## src/rtl/unit_pkt_rx_pkg.sv

```systemverilog
// rtl/unit_pkt_rx_pkg.sv - receive-side packet constants, FSM states and key length helper
package unit_pkt_rx_pkg;

  typedef enum logic [2:0] {
    S_IDLE,
    S_CFG,
    S_IDS,
    S_KLEN,
    S_PAD,
    S_KEY,
    S_PEND
  } rx_state_t;

  localparam logic [7:0] HDR_BYTE      = 8'h00;
  localparam logic [2:0] INIT_TAG      = 3'b001;
  localparam logic [4:0] CFG_LAST      = 5'd23;
  localparam logic [4:0] IDS_LAST      = 5'd7;
  localparam logic [4:0] PAD_LAST      = 5'd6;
  localparam logic [4:0] CFG_WORD_BASE = 5'd0;
  localparam int         KEY_BASE_DEF  = 8;

  // key_len=0 means a full-length key; otherwise round the length up to whole words.
  function automatic logic [4:0] key_word_count(input logic [7:0] kl, input int max_len);
    int nbytes;
    if (kl == 8'd0) nbytes = max_len;
    else            nbytes = (((int'(kl) - 1) % max_len) / 4) * 4 + 4;
    return 5'(nbytes / 4);
  endfunction

endpackage

```

## src/rtl/unit_pkt_rx_pack.sv

```systemverilog
// rtl/unit_pkt_rx_pack.sv - byte-to-word LE packer with a one-word hold register
module unit_pkt_rx_pack
  import unit_pkt_rx_pkg::*;
(
  input  logic        CLK,
  input  logic        RST_N,
  input  logic        byte_valid,
  input  logic [7:0]  byte_data,
  input  logic [4:0]  word_addr,
  input  logic        word_last,
  input  logic        clr,
  input  logic        mem_busy,
  output logic [1:0]  lane,
  output logic        mem_wr_en,
  output logic [4:0]  mem_addr,
  output logic [31:0] mem_din,
  output logic        wr_last,
  output logic        hold_full,
  output logic        afull,
  output logic        overflow
);

  logic [23:0] partial;
  logic [31:0] hold_data;
  logic [4:0]  hold_addr;
  logic        hold_last;
  logic [31:0] full_word;

  assign full_word = {byte_data, partial};

  always_ff @(posedge CLK or negedge RST_N) begin
    if (!RST_N) begin
      lane      <= 2'd0;
      partial   <= 24'd0;
      hold_data <= 32'd0;
      hold_addr <= 5'd0;
      hold_last <= 1'b0;
      hold_full <= 1'b0;
      mem_wr_en <= 1'b0;
      mem_addr  <= 5'd0;
      mem_din   <= 32'd0;
      wr_last   <= 1'b0;
      afull     <= 1'b0;
      overflow  <= 1'b0;
    end else begin
      mem_wr_en <= 1'b0;
      wr_last   <= 1'b0;
      overflow  <= 1'b0;
      afull     <= mem_busy | hold_full;
      if (hold_full && !mem_busy) begin
        mem_wr_en <= 1'b1;
        mem_addr  <= hold_addr;
        mem_din   <= hold_data;
        wr_last   <= hold_last;
        hold_full <= 1'b0;
      end
      if (clr) begin
        lane <= 2'd0;
      end else if (byte_valid) begin
        lane <= lane + 2'd1;
        if (lane == 2'd3) begin
          // A word finishing while the previous one is still parked has nowhere to go.
          if (hold_full) begin
            overflow <= 1'b1;
          end else if (!mem_busy) begin
            mem_wr_en <= 1'b1;
            mem_addr  <= word_addr;
            mem_din   <= full_word;
            wr_last   <= word_last;
          end else begin
            hold_full <= 1'b1;
            hold_data <= full_word;
            hold_addr <= word_addr;
            hold_last <= word_last;
          end
        end else begin
          partial[{lane, 3'b000} +: 8] <= byte_data;
        end
      end
    end
  end

endmodule

```

## src/rtl/unit_pkt_rx.sv

```systemverilog
// rtl/unit_pkt_rx.sv - unit packet receiver: parses data/init packets into unit memory and fields
module unit_pkt_rx
  import unit_pkt_rx_pkg::*;
#(
  parameter int WORD_MAX_LEN = 64,
  parameter int KEY_BASE     = KEY_BASE_DEF,
  localparam int KLW         = $clog2(WORD_MAX_LEN + 1)
) (
  input  logic           CLK,
  input  logic           RST_N,
  input  logic [7:0]     in_data,
  input  logic           in_ctrl,
  input  logic           in_wr_en,
  output logic           afull,
  output logic           ready,
  output logic           mem_wr_en,
  output logic [4:0]     mem_addr,
  output logic [31:0]    mem_din,
  input  logic           mem_busy,
  output logic [31:0]    cnt,
  output logic [31:0]    salt_len,
  output logic [63:0]    ids,
  output logic [KLW-1:0] key_len,
  output logic           pkt_valid,
  input  logic           pkt_consume,
  output logic           init_valid,
  output logic [4:0]     init_data,
  output logic           err
);

  rx_state_t   state;
  logic [4:0]  byte_idx;
  logic [4:0]  key_words;
  logic [1:0]  lane;
  logic        is_init;
  logic        key_last;
  logic        abort;
  logic        pack_valid;
  logic [4:0]  pack_addr;
  logic        pack_wr_last;
  logic        pack_overflow;
  logic        hold_full;

  // In KEY the byte counter counts whole words; the packer lane supplies the byte offset.
  always_comb begin
    is_init  = in_ctrl && (in_data[2:0] == INIT_TAG);
    key_last = (state == S_KEY) && (lane == 2'd3) && (byte_idx == key_words - 5'd1);
    abort    = 1'b0;
    if (in_wr_en) begin
      case (state)
        S_CFG, S_IDS, S_KLEN: abort = in_ctrl;
        S_PAD:                abort = in_ctrl || (in_data != 8'd0);
        S_KEY:                abort = (in_ctrl != key_last);
        default:              abort = 1'b0;
      endcase
    end
    pack_valid = in_wr_en && !abort && ((state == S_CFG) || (state == S_KEY));
    pack_addr  = (state == S_KEY) ? 5'(KEY_BASE) + byte_idx
                                  : CFG_WORD_BASE + {2'b00, byte_idx[4:2]};
  end

  unit_pkt_rx_pack u_pack (
    .CLK        (CLK),
    .RST_N      (RST_N),
    .byte_valid (pack_valid),
    .byte_data  (in_data),
    .word_addr  (pack_addr),
    .word_last  (key_last),
    .clr        (abort),
    .mem_busy   (mem_busy),
    .lane       (lane),
    .mem_wr_en  (mem_wr_en),
    .mem_addr   (mem_addr),
    .mem_din    (mem_din),
    .wr_last    (pack_wr_last),
    .hold_full  (hold_full),
    .afull      (afull),
    .overflow   (pack_overflow)
  );

  always_ff @(posedge CLK or negedge RST_N) begin
    if (!RST_N) begin
      state      <= S_IDLE;
      byte_idx   <= 5'd0;
      key_words  <= 5'd0;
      ready      <= 1'b0;
      pkt_valid  <= 1'b0;
      init_valid <= 1'b0;
      init_data  <= 5'd0;
      err        <= 1'b0;
      cnt        <= 32'd0;
      salt_len   <= 32'd0;
      ids        <= 64'd0;
      key_len    <= '0;
    end else begin
      init_valid <= 1'b0;
      ready      <= (state == S_IDLE) && !pkt_valid;
      if (pack_overflow) err <= 1'b1;
      if (abort) begin
        err      <= 1'b1;
        state    <= S_IDLE;
        byte_idx <= 5'd0;
      end else begin
        case (state)
          S_IDLE: begin
            if (in_wr_en && in_ctrl) begin
              if (in_data == HDR_BYTE) begin
                state    <= S_CFG;
                byte_idx <= 5'd0;
              end else if (is_init) begin
                init_valid <= 1'b1;
                init_data  <= in_data[7:3];
              end else begin
                err <= 1'b1;
              end
            end
          end
          S_CFG: begin
            if (in_wr_en) begin
              if (byte_idx < 5'd4)      cnt[{byte_idx[1:0], 3'b000} +: 8]      <= in_data;
              else if (byte_idx < 5'd8) salt_len[{byte_idx[1:0], 3'b000} +: 8] <= in_data;
              if (byte_idx == CFG_LAST) begin
                state    <= S_IDS;
                byte_idx <= 5'd0;
              end else begin
                byte_idx <= byte_idx + 5'd1;
              end
            end
          end
          S_IDS: begin
            if (in_wr_en) begin
              ids[{byte_idx[2:0], 3'b000} +: 8] <= in_data;
              if (byte_idx == IDS_LAST) begin
                state    <= S_KLEN;
                byte_idx <= 5'd0;
              end else begin
                byte_idx <= byte_idx + 5'd1;
              end
            end
          end
          S_KLEN: begin
            if (in_wr_en) begin
              key_len   <= KLW'(in_data);
              key_words <= key_word_count(in_data, WORD_MAX_LEN);
              state     <= S_PAD;
              byte_idx  <= 5'd0;
            end
          end
          S_PAD: begin
            if (in_wr_en) begin
              if (byte_idx == PAD_LAST) begin
                state    <= S_KEY;
                byte_idx <= 5'd0;
              end else begin
                byte_idx <= byte_idx + 5'd1;
              end
            end
          end
          S_KEY: begin
            if (in_wr_en && (lane == 2'd3)) begin
              if (key_last) begin
                state    <= S_PEND;
                byte_idx <= 5'd0;
              end else begin
                byte_idx <= byte_idx + 5'd1;
              end
            end
          end
          S_PEND: begin
            if (pack_wr_last) pkt_valid <= 1'b1;
            if (in_wr_en) begin
              if (is_init) begin
                init_valid <= 1'b1;
                init_data  <= in_data[7:3];
              end else begin
                err <= 1'b1;
              end
            end
            // ready was low, so a header arriving alongside the consume is dropped above.
            if (pkt_consume) begin
              state     <= S_IDLE;
              pkt_valid <= 1'b0;
              byte_idx  <= 5'd0;
            end
          end
          default: state <= S_IDLE;
        endcase
      end
    end
  end

endmodule

```

## config.mk

```make
export PLATFORM = sky130hd
export DESIGN_NAME = unit_pkt_rx
export DESIGN_NICKNAME = d
export VERILOG_FILES = /design/src/rtl/unit_pkt_rx_pkg.sv /design/src/rtl/unit_pkt_rx_pack.sv /design/src/rtl/unit_pkt_rx.sv
export SDC_FILE = /design/constraint.sdc
export NUM_CORES = 1
export LEC_CHECK = 0
export BUFFER_PORTS_ARGS = -buffer_cell sky130_fd_sc_hd__buf_2
export CAP_MARGIN = 20
export CELL_PAD_IN_SITES_DETAIL_PLACEMENT = 1
export CELL_PAD_IN_SITES_GLOBAL_PLACEMENT = 2
export CORE_MARGIN = 10
export CORE_UTILIZATION = 37
export DETAILED_ROUTE_END_ITERATION = 12
export HOLD_SLACK_MARGIN = 0.12
export MAX_ROUTING_LAYER = met4
export PLACE_DENSITY = 0.82
export SETUP_SLACK_MARGIN = 0.05
export SKIP_CTS_REPAIR_TIMING = 1
export SYNTH_ARGS = -nofsm -noshare
export SYNTH_HDL_FRONTEND = slang
export SYNTH_SLANG_ARGS = --single-unit
```

## constraint.sdc

```tcl
create_clock -name CLK -period 3.8 [get_ports CLK]
set_input_delay 0.76 -clock CLK [delete_from_list [all_inputs] [get_ports CLK]]
set_output_delay 0.76 -clock CLK [all_outputs]
set_load 0.005 [all_outputs]
```

### Word level (Yosys, flattened, before mapping)

Index checks and enable logic that the tools add are counted.

| cells by class | value |
|---|---|
| add/subtract/negate cells | 11 |
| $lt $le $gt $ge | 2 |
| eq/ne operators | 28 |
| shift-type cells | 6 |
| muxes and demuxes | 95 |
| bitwise gates (word level) | 8 |
| reduce and logical (&&, ||, !) cells | 35 |

Operators by type and width:

| cell | count |
|---|---|
| $mux 32 | 10 |
| $mux 5 | 24 |
| $bwmux 32 | 2 |
| $bwmux 64 | 1 |
| $shift 8x8->64 const A | 1 |
| $shiftx 8x8->64 | 1 |
| $mux 3 | 13 |
| $mux 1 | 36 |
| $pmux 5 s7 | 1 |
| $add 32x4->32 const B | 1 |
| $shift 8x7->32 const A | 1 |
| $shiftx 8x7->32 | 1 |
| $add 30x1->30 | 1 |
| $bwmux 24 | 1 |
| $shift 8x7->24 const A | 1 |
| $shiftx 8x7->24 | 1 |
| $ne 3x3->1 const B | 7 |
| $pmux 3 s7 | 1 |
| $reduce_bool 8->1 | 2 |
| $ne 3x2->1 const B | 5 |
| $reduce_and 5->1 | 3 |
| $neg 5->7 | 2 |
| $reduce_and 12->1 | 1 |
| $reduce_and 3->1 | 4 |
| 37 further kinds | 64 |

| word-level totals | value |
|---|---|
| register bits after elaboration | 263 |
| input bits | 14 |
| output and inout port bits | 183 |
| word-level logic and storage cells | 209 |

### Logic depth before layout (Yosys ltp)

Gate-level depths: netlist of the first run.

| depth | value |
|---|---|
| word-level depth | 13 |
| gate-level depth with buffers | 11 |
| mapped depth without buffers | 10 |

### Modules after synthesis

Synthesis of the first run repeated with hierarchy kept, for this count alone.

| unflattened totals | value |
|---|---|
| cell total of the unflattened synthesis | 976 |
| area total of the unflattened synthesis | 11947.7 µm² |

Modules (own cells, without submodules):

| module | times used | cells each | area each (µm²) | seq. area each (µm²) |
|---|---|---|---|---|
| unit_pkt_rx | 1 | 594 | 7438.4 | 3928.8 |
| unit_pkt_rx_pack | 1 | 382 | 4509.3 | 2652.5 |

### Worst setup path before layout of the first run

No wires, ideal clock.

| path | value |
|---|---|
| path kind | in2reg |
| from | input in_data[1] |
| to | register key_words[3] |
| setup time | 121 ps |
| data arrival time | 2642 ps |
| required time | 3679 ps |
| slack | 1037 ps |
| cell stages on the path | 11 |
| buffers on the path | 1 |
| cell sequence | clkbuf_1 nor4_1 nand2_1 inv_1 ha_1 ha_1 xnor2_1 xnor2_1 nand3_1 xnor2_1 a22o_1 |

| between the ends | value |
|---|---|
| word-level cells in the longest chain between the ends | 12 |
| elaborated cells between the ends (all ways) | 21 |
| those cells by class | add/sub: 4; mux: 6; bitwise: 4; reduce/logical: 7 |

RTL lines:

| what | line | RTL |
|---|---|---|
| start, declared | unit_pkt_rx.sv:11 | `input logic [7:0] in_data,` |
| $sub 8x1->9 | unit_pkt_rx_pkg.sv:26 | `else nbytes = (((int'(kl) - 1) % max_len) / 4) * 4 + 4;` |
| $reduce_or 6->1 (no line) | - |  |
| $and 1x1->1 (no line) (2 in a row) | - |  |
| $add 30x1->30 (no line) | - |  |
| $add 32x4->32 | unit_pkt_rx_pkg.sv:26 |  |
| $mux 32 | unit_pkt_rx_pkg.sv:25 | `if (kl == 8'd0) nbytes = max_len;` |
| $mux 32 | unit_pkt_rx.sv:142 | `if (in_wr_en) begin` |
| $mux 32 | unit_pkt_rx.sv:104 | `case (state)` |
| $mux 32 | unit_pkt_rx.sv:99 | `if (abort) begin` |
| $and 1x1->1 (no line) | - |  |
| $add 5x1->5 (no line) | - |  |
| end signal, assigned | unit_pkt_rx.sv:144 | `key_words <= key_word_count(in_data, WORD_MAX_LEN);` |
| end, declared | unit_pkt_rx.sv:33 | `logic [4:0] key_words;` |

Several ways; a longest one is shown, not always the timed one. The select of a mux whose other input is x is not followed.
A chain may end at the register's enable or synchronous reset.

### Worst setup path after layout of the first run

| path | value |
|---|---|
| from | register byte_idx[1] |
| to | register ids[50] |

| between the ends | value |
|---|---|
| word-level cells in the longest chain between the ends | 7 |
| elaborated cells between the ends (all ways) | 11 |
| those cells by class | add/sub: 1; eq/ne: 2; shift: 2; mux: 3; bitwise: 1; reduce/logical: 2 |

RTL lines:

| what | line | RTL |
|---|---|---|
| start, declared | unit_pkt_rx.sv:32 | `logic [4:0] byte_idx;` |
| start signal, assigned | unit_pkt_rx.sv:126 | `byte_idx <= byte_idx + 5'd1;` |
| start signal, assigned | unit_pkt_rx.sv:137 | `byte_idx <= byte_idx + 5'd1;` |
| start signal, assigned | unit_pkt_rx.sv:155 | `byte_idx <= byte_idx + 5'd1;` |
| parallel branches: the longest is 7 deep, another holds $neg 6->8 | - |  |
| end signal, assigned by index | unit_pkt_rx.sv:132 | `ids[{byte_idx[2:0], 3'b000} +: 8] <= in_data;` |
| end, declared | unit_pkt_rx.sv:22 | `output logic [63:0] ids,` |

Parallel ways; which one is timed is not known.

==> results of run 1 <==
## sequential cells by signal, indices dropped and copies added (netlist names), 7 cells and up
signal            flops
u_pack.hold_data     32
cnt                  32
salt_len             32
u_pack.mem_din       32
ids                  64
key_len               7
u_pack.partial       24
## Yosys cell counts, drive strengths merged, types with 3 or more instances
master	instances
mux2i	59
o21ai	59
or3	4
xnor2	13
inv	43
nor2b	10
a22o	6
xor2	5
nor3	11
a21oi	54
and3	13
nand3	17
a211oi	3
nor4	7
mux2	136
nor2	61
a21o	3
and2	9
ha	18
nand2b	7
nor3b	4
a31oi	3
dfrtp	263
nand2	112
clkbuf	42
buf	19
## power by group
part           internal [uW]  total [uW]  leakage, uW  switching (uW)
Clock                   1700        2840     0.000486            1140
Sequential              3250        3570      0.00354             315
Combinational            851        2040      0.00309            1190
## critical path, stage by stage (launching register included)
cell,delay (ns)
dfrtp_1,0.38
inv_1,0.11
ha_1,0.42
ha_1,0.32
buf_4,0.18
nand4b_1,0.30
or4_1,0.80
mux2_2,0.36
## stage by stage
| stage | worst slack, ns | instances |
|---|---|---|
| floorplan | 1.04 | 1004 |
| global placement | 0.579 | 1570 |
| detailed placement | 0.511 | 1570 |
| CTS | 0.772 | 1625 |
| global route | 0.544 | 1626 |
| finish | 0.803 | 1626 |
## cell type report
type / count / area [um^2]
clock buffer: 50 / 957
sequential: 263 / 6580
fill: 3429 / 16700
clock inverter: 5 / 27.5
timing repair buffer: 231 / 1300
antenna: 1 / 2.50
tap: 396 / 495
multi-input combinational: 637 / 4560
inverter: 43 / 161
## worst paths after layout
kind / startpoint / end / slack (ns) / cells after the start
max reg2reg: byte_idx[1]$_DFFE_PN0P_ / ids[50]$_DFFE_PN0P_ / 0.80 / 7
max in group asynchronous: RST_N / salt_len[15]$_DFFE_PN0P_ / 2.51 / 2
max: byte_idx[1]$_DFFE_PN0P_ / ids[50]$_DFFE_PN0P_ / 0.80 / 7
min in group CLK: pkt_consume / pkt_valid$_DFFE_PN0P_ / 0.46 / 2
min: RST_N / u_pack.mem_din[3]$_DFF_PN0_ / 0.28 / 1
min reg2reg: pkt_valid$_DFFE_PN0P_ / ready$_DFF_PN0_ / 0.46 / 1
## routing by layer
layer | wire length, um | vias up | global-route usage [%]
met5 | 0 | - | -
met4 | 564 | 0 | 3.50
met3 | 2490 | 39 | 5.32
met2 | 17000 | 193 | 30.8
met1 | 15200 | 4312 | 23.1
li1 | - | 3837 | -
## cell usage in the layout (no fill, tap or decap), types with 3 or more instances in the layout
master,n
a21o_1,3
a21oi_1,54
a22o_1,6
a31oi_1,3
and2_1,9
and3_1,13
buf_12,4
buf_2,195
buf_4,31
clkbuf_1,8
clkbuf_16,31
clkbuf_8,11
clkinv_2,4
dfrtp_1,263
ha_1,18
inv_1,43
mux2_1,8
mux2_2,128
mux2i_1,59
nand2_1,112
nand2b_1,7
nand3_1,17
nor2_1,61
nor2b_1,9
nor3_1,10
nor3b_1,4
nor4_1,5
o21ai_0,56
o21ai_1,3
or3_1,4
xnor2_1,13
xor2_1,5
## cells by family (layout without fill, tap and decap cells)
family	Yosys count	in the layout
DFF	263	263
and+or+nand+nor	265	265
AOI/OAI and AO/OA	141	141
muxes	195	195
xor gates and xnor gates	18	18
buffers and inverters	104	329
other	0	1
adders and majority gates	18	18
==> run metrics, run 1 <==
clock slew at reported path FFs=0.06 ns; clk sinks=263; Setup Skew=0.0123 ns; chip height=197 um; Distinct cells, synth=53; Initial Util=37.6%; #FFs+latches synth=263; GRT Total Usage=18.9%; sequential share of the synthesized area=56.9%; Slew @ Worst Pin=1.08 ns; Final Util=45.8%; VDD IR max=0.362 mV; initial antenna violation count=1; area share of the largest cell type after synthesis=56.9%; final hold violations=0; # rows=64; # port buffers=196; Tot Pwr=8440 uW; vias in the first global route=9198; Nets=1238; status=finished clean; Synth Area in Compound Gates=6.93%; # DRC=0; mux contribution to synthesized area=18.3%; area leader, netlist=dfrtp_1; Net Count, Synth=1036; final slew viol count=0; Crit Path Class=reg -> reg; CTS tree=done; Hold Crit Class=in -> async; ys flop type=dfrtp_1; combinational family with the most area after synthesis=multiplexers; clk buf depth=3; Power Density=599 nW/um^2; setup TNS=0 ns; Max FO, Critical Path=12; CTS buffer count=30; LEAKAGE=0.00711 uW; 1st-iter DRT viols=438; vias after detailed routing=8381; IO Pins=197; core box area=30700 um^2; total routed wirelength=35300 um; final setup violation count=0; Peak Freq=334 MHz; Tcrit/Tclk final=78.9%; grt ovf=0; Area growth syn-to-layout=21.8%; Slew headroom=27.5%; RSZ-0062 raised after global routing=false; synthesized area per cell=11.5 um^2; Post-synth ARST share=100%; CP Capture Type=flop; largest net degree at the start of global routing=113; Worst setup SP type=flop; first-pass GRT wire length=56100 um; Die X=197 um; Finished Cell Area=14100 um^2; Synth area leaders=dfrtp_1, mux2_2, mux2i_1, nand2_1, o21ai_0; drt pass-1 iters=4; WHS=0.282 ns; Post-Synth Adder-Cell Area=1.95%; xor/xnor share of the synthesized area=1.36%; crit path time final=3.00 ns; Gate Count Post-Synth=1004; max-cap violations=0; DPL Wire Length=24700 um; Syn. warnings=0; H-tree level count=1; routability congestion estimate=0.811; WL per Instance=21.7 um; Worst EP arrival=3.42 ns; vias per cell=5.15; layout cell share with drive strength beyond 1=33.8%; DIE AREA=38700 um^2; number of flops mapped to enable cells by yosys=0; Root Driver=clkbuf_16; area post-placement=13100 um^2; Required @ worst endpoint=4.22 ns; mapped cell area=11600 um^2; Worst-Skew Late Latency=0.55 ns; Final ANT Viol Nets=0; simple-gate share of the synthesized area=10.7%
(Power assumes the default switching activity.)
==> run 2, diff against run 1 <==
Settings changed: ABC_AREA set to 1, CORE_UTILIZATION 37 to 31, PLACE_DENSITY 0.82 to 0.79.
Clock period 3.8 ns to 2.72 ns, I/O delays scaled along.
==> run metrics, run 2 <==
final setup violation count=0 (unchanged); commonest non-fill, non-tap cell in the layout=nand2_1 (was dfrtp_1); Post-synth ARST share=100% (unchanged); Max FO, Critical Path=9 (was 12); Worst setup SP type=flop (unchanged); max-cap violations=0 (unchanged); routability congestion estimate=0.895 (was 0.811); Tcrit/Tclk final=92.0% (was 78.9%); mux contribution to synthesized area=2.71% (was 18.3%); combinational family with the most area after synthesis=simple AND/OR/NAND/NOR gates (was multiplexers); WL per Instance=20.4 um (was 21.7 um); Synth area leaders=dfrtp_1, nand2_1, o21ai_0, nand3_1, mux2i_1 (was dfrtp_1, mux2_2, mux2i_1, nand2_1, o21ai_0); Nets=1921 (was 1238); clk buf depth=3 (unchanged); first-pass GRT wire length=79400 um (was 56100 um); mapped cell area=13700 um^2 (was 11600 um^2); drt pass-1 iters=5 (was 4); commonest cells in the netlist=nand2_1, dfrtp_1, o21ai_0, nor2_1, nand3_1 (was dfrtp_1, mux2_2, nand2_1, nor2_1, mux2i_1); slowest CP cell=dfrtp_1 (was or4_1); Required @ worst endpoint=3.18 ns (was 4.22 ns); Syn. warnings=0 (unchanged); sequential share of the synthesized area=48.1% (was 56.9%); Power Density=836 nW/um^2 (was 599 nW/um^2); Final ANT Viol Nets=0 (unchanged); Crit Path Class=reg -> reg (unchanged); reg-to-reg critical path startpoint=key_words[0]$_DFFE_PN0P_ (was byte_idx[1]$_DFFE_PN0P_); WHS=0.262 ns (was 0.282 ns); layout cell share with drive strength beyond 1=21.7% (was 33.8%); Slew headroom=47.9% (was 27.5%); P_int=8650 uW (was 5800 uW); xor/xnor share of the synthesized area=0.320% (was 1.36%); grt ovf=0 (unchanged); # DRC=0 (unchanged); status=finished clean (unchanged); combinational fraction of design power=31.2% (was 24.1%); Post-Synth Adder-Cell Area=1.65% (was 1.95%); #FFs+latches synth=263 (unchanged); Sw Share=38.1% (was 31.3%); final slew viol count=0 (unchanged); DPL Wire Length=35800 um (was 24700 um); antenna cells=0 (was 1); total routed wirelength=51100 um (was 35300 um); crit-path cells=inv_1 -> ha_1 -> nand2_1 -> nand2_1 -> nor2_1 -> nand2_1 -> nor2_2 -> nand2_1 -> nand2_1 -> nand3_4 -> nand2_4 -> nand2_1 -> nand2_2 -> nand3_1 -> nand2_1 -> nand2_1 (was inv_1 -> ha_1 -> ha_1 -> buf_4 -> nand4b_1 -> or4_1 -> mux2_2); simple-gate share of the synthesized area=28.4% (was 10.7%); Hold Crit Class=in -> reg (was in -> async); Clock power frac=33.1% (was 33.6%); GRT Total Usage=19.3% (was 18.9%); Slowest Stage Delay on Critical Path=0.36 ns (was 0.80 ns); RR Endpoint=byte_idx[3]$_DFFE_PN0P_ (was ids[50]$_DFFE_PN0P_); RSZ-0062 raised after global routing=false (unchanged); Gate Count Post-Synth=1685 (was 1004); area share of the largest cell type after synthesis=48.1% (was 56.9%); clk sinks=263 (unchanged); initial antenna violation count=1 (unchanged); vias in the first global route=13200 (was 9198); H-tree level count=1 (unchanged); Hold Path End=pkt_valid$_DFFE_PN0P_; Distinct cells, synth=47 (was 53); VDD IR max=0.509 mV (was 0.362 mV); IO Pins=197 (unchanged); crit path time final=2.50 ns (was 3.00 ns); chip height=230 um (was 197 um); NetSw=5330 uW (was 2640 uW); worst hold stages=2; # port buffers=196 (unchanged); vias after detailed routing=12500 (was 8381); CTS buffer count=31 (was 30); hold path startpoint=pkt_consume; max FFs per register=64 (unchanged); most frequent cells in the layout=nand2_1, dfrtp_1, o21ai_0 (was dfrtp_1, buf_2, mux2_2); core box area=43400 um^2 (was 30700 um^2); Die X=230 um (was 197 um); Net Count, Synth=1717 (was 1036); ys flop type=dfrtp_1 (unchanged); worst reg2reg setup slack=0.22 ns (was 0.80 ns); Area growth syn-to-layout=22.2% (was 21.8%); DIE AREA=53000 um^2 (was 38700 um^2); # rows=76 (was 64); Setup Skew=0.0425 ns (was 0.0123 ns); Peak Freq=400 MHz (was 334 MHz); Slew @ Worst Pin=0.782 ns (was 1.08 ns); register with the most flip-flops=ids (unchanged); Flop pwr share=35.7% (was 42.3%); CTS tree=done (unchanged); Worst R2R Path Depth=16 (was 7); Root Driver=clkbuf_16 (unchanged); clock slew at reported path FFs=0.07 ns (was 0.06 ns); final hold violations=0 (unchanged); 1st-iter DRT viols=794 (was 438); vias per cell=5.02 (was 5.15); Worst EP arrival=2.96 ns (was 3.42 ns); setup TNS=0 ns (unchanged); number of flops mapped to enable cells by yosys=0 (unchanged); largest net degree at the start of global routing=80 (was 113); area leader, netlist=dfrtp_1 (unchanged); synthesized area per cell=8.12 um^2 (was 11.5 um^2); CP dominant cell by count=nand2_1 (was ha_1); Synth Area in Compound Gates=13.1% (was 6.93%); CP Capture Type=flop (unchanged); LEAKAGE=0.00886 uW (was 0.00711 uW); Initial Util=31.6% (was 37.6%); Worst-Skew Late Latency=0.61 ns (was 0.55 ns); most common cell in the netlist=nand2_1 (was dfrtp_1)
run 2: cell types whose count changed after synthesis, sizes merged, moves of 38 or more:
cell   before  now
nand2     112  608
o21ai      59  297
mux2      136    0
nand3      17   84
nand4       2   48
nor2       61   99
run 2: cell families after synthesis:
logic type / after synthesis
compound gates: 326
mux: 37
flops: 263
buf+inv: 161
simple gates: 875
xor+xnor: 5
fa+ha+maj: 18
run 2: cell type report:
type	instances	area, um^2
clock buffers	39	846
clock inverters	19	284
fillers	5292	26600
inverters	59	239
multi-input cells	1263	6360
flip-flops and latches	263	6580
well taps	585	732
repair buffers	271	1680
run 2: stage by stage:
stage | std cells | total power, uW | area, um^2 | util [%] | setup WS (ns)
global placement | 2430 | 9200 | 15500 | 35.7 | 0.197
CTS | 2488 | 14000 | 16600 | 38.3 | 0.0308
global route | 2499 | 14900 | 16700 | 38.6 | 0.0323
finish | 2499 | 14000 | 16700 | 38.6 | 0.219
floorplan | 1685 | 7500 | 13700 | - | 0.233
detailed placement | 2430 | 9320 | 15500 | 35.7 | 0.0814
run 2: routing by layer:
layer | global-route usage [%] | vias up | part of all wire, %
met5 | - | - | 0
li1 | - | 5983 | -
met2 | 31.0 | 248 | 47
met3 | 3.41 | 62 | 4.1
met4 | 4.28 | 0 | 2.0
met1 | 25.2 | 6249 | 46
run 2: worst max-delay path: cells and delay by family (launching register included):
kind | cells | cell delay (ns)
buf+inv | 1 | 0.08
fa+ha+maj | 1 | 0.32
flops | 1 | 0.36
simple gates | 14 | 1.60
run 2: worst max-delay path by stage:
stage	slack, ns	to	depth (start not counted)	startpoint
finish	0.22	byte_idx[3]$_DFFE_PN0P_	16	key_words[0]$_DFFE_PN0P_
detailed placement	0.08	u_pack.partial[1]$_DFFE_PN0P_	14	key_words[0]$_DFFE_PN0P_
global placement	0.20	ids[55]$_DFFE_PN0P_	14	key_words[0]$_DFFE_PN0P_
CTS	0.03	u_pack.partial[6]$_DFFE_PN0P_	14	key_words[0]$_DFFE_PN0P_
floorplan	0.23	ids[16]$_DFFE_PN0P_	11	byte_idx[0]$_DFFE_PN0P_
global route	0.03	salt_len[21]$_DFFE_PN0P_	16	key_words[0]$_DFFE_PN0P_
run 2: power groups by stage:
stage | Combinational [uW] | Clock [uW] | Sequential [uW]
floorplan | 2580 | 0 | 4920
global placement | 4160 | 0 | 5050
detailed placement | 4270 | 0 | 5050
CTS | 4310 | 4730 | 4990
global route | 4900 | 4900 | 5070
finish | 4360 | 4630 | 4990
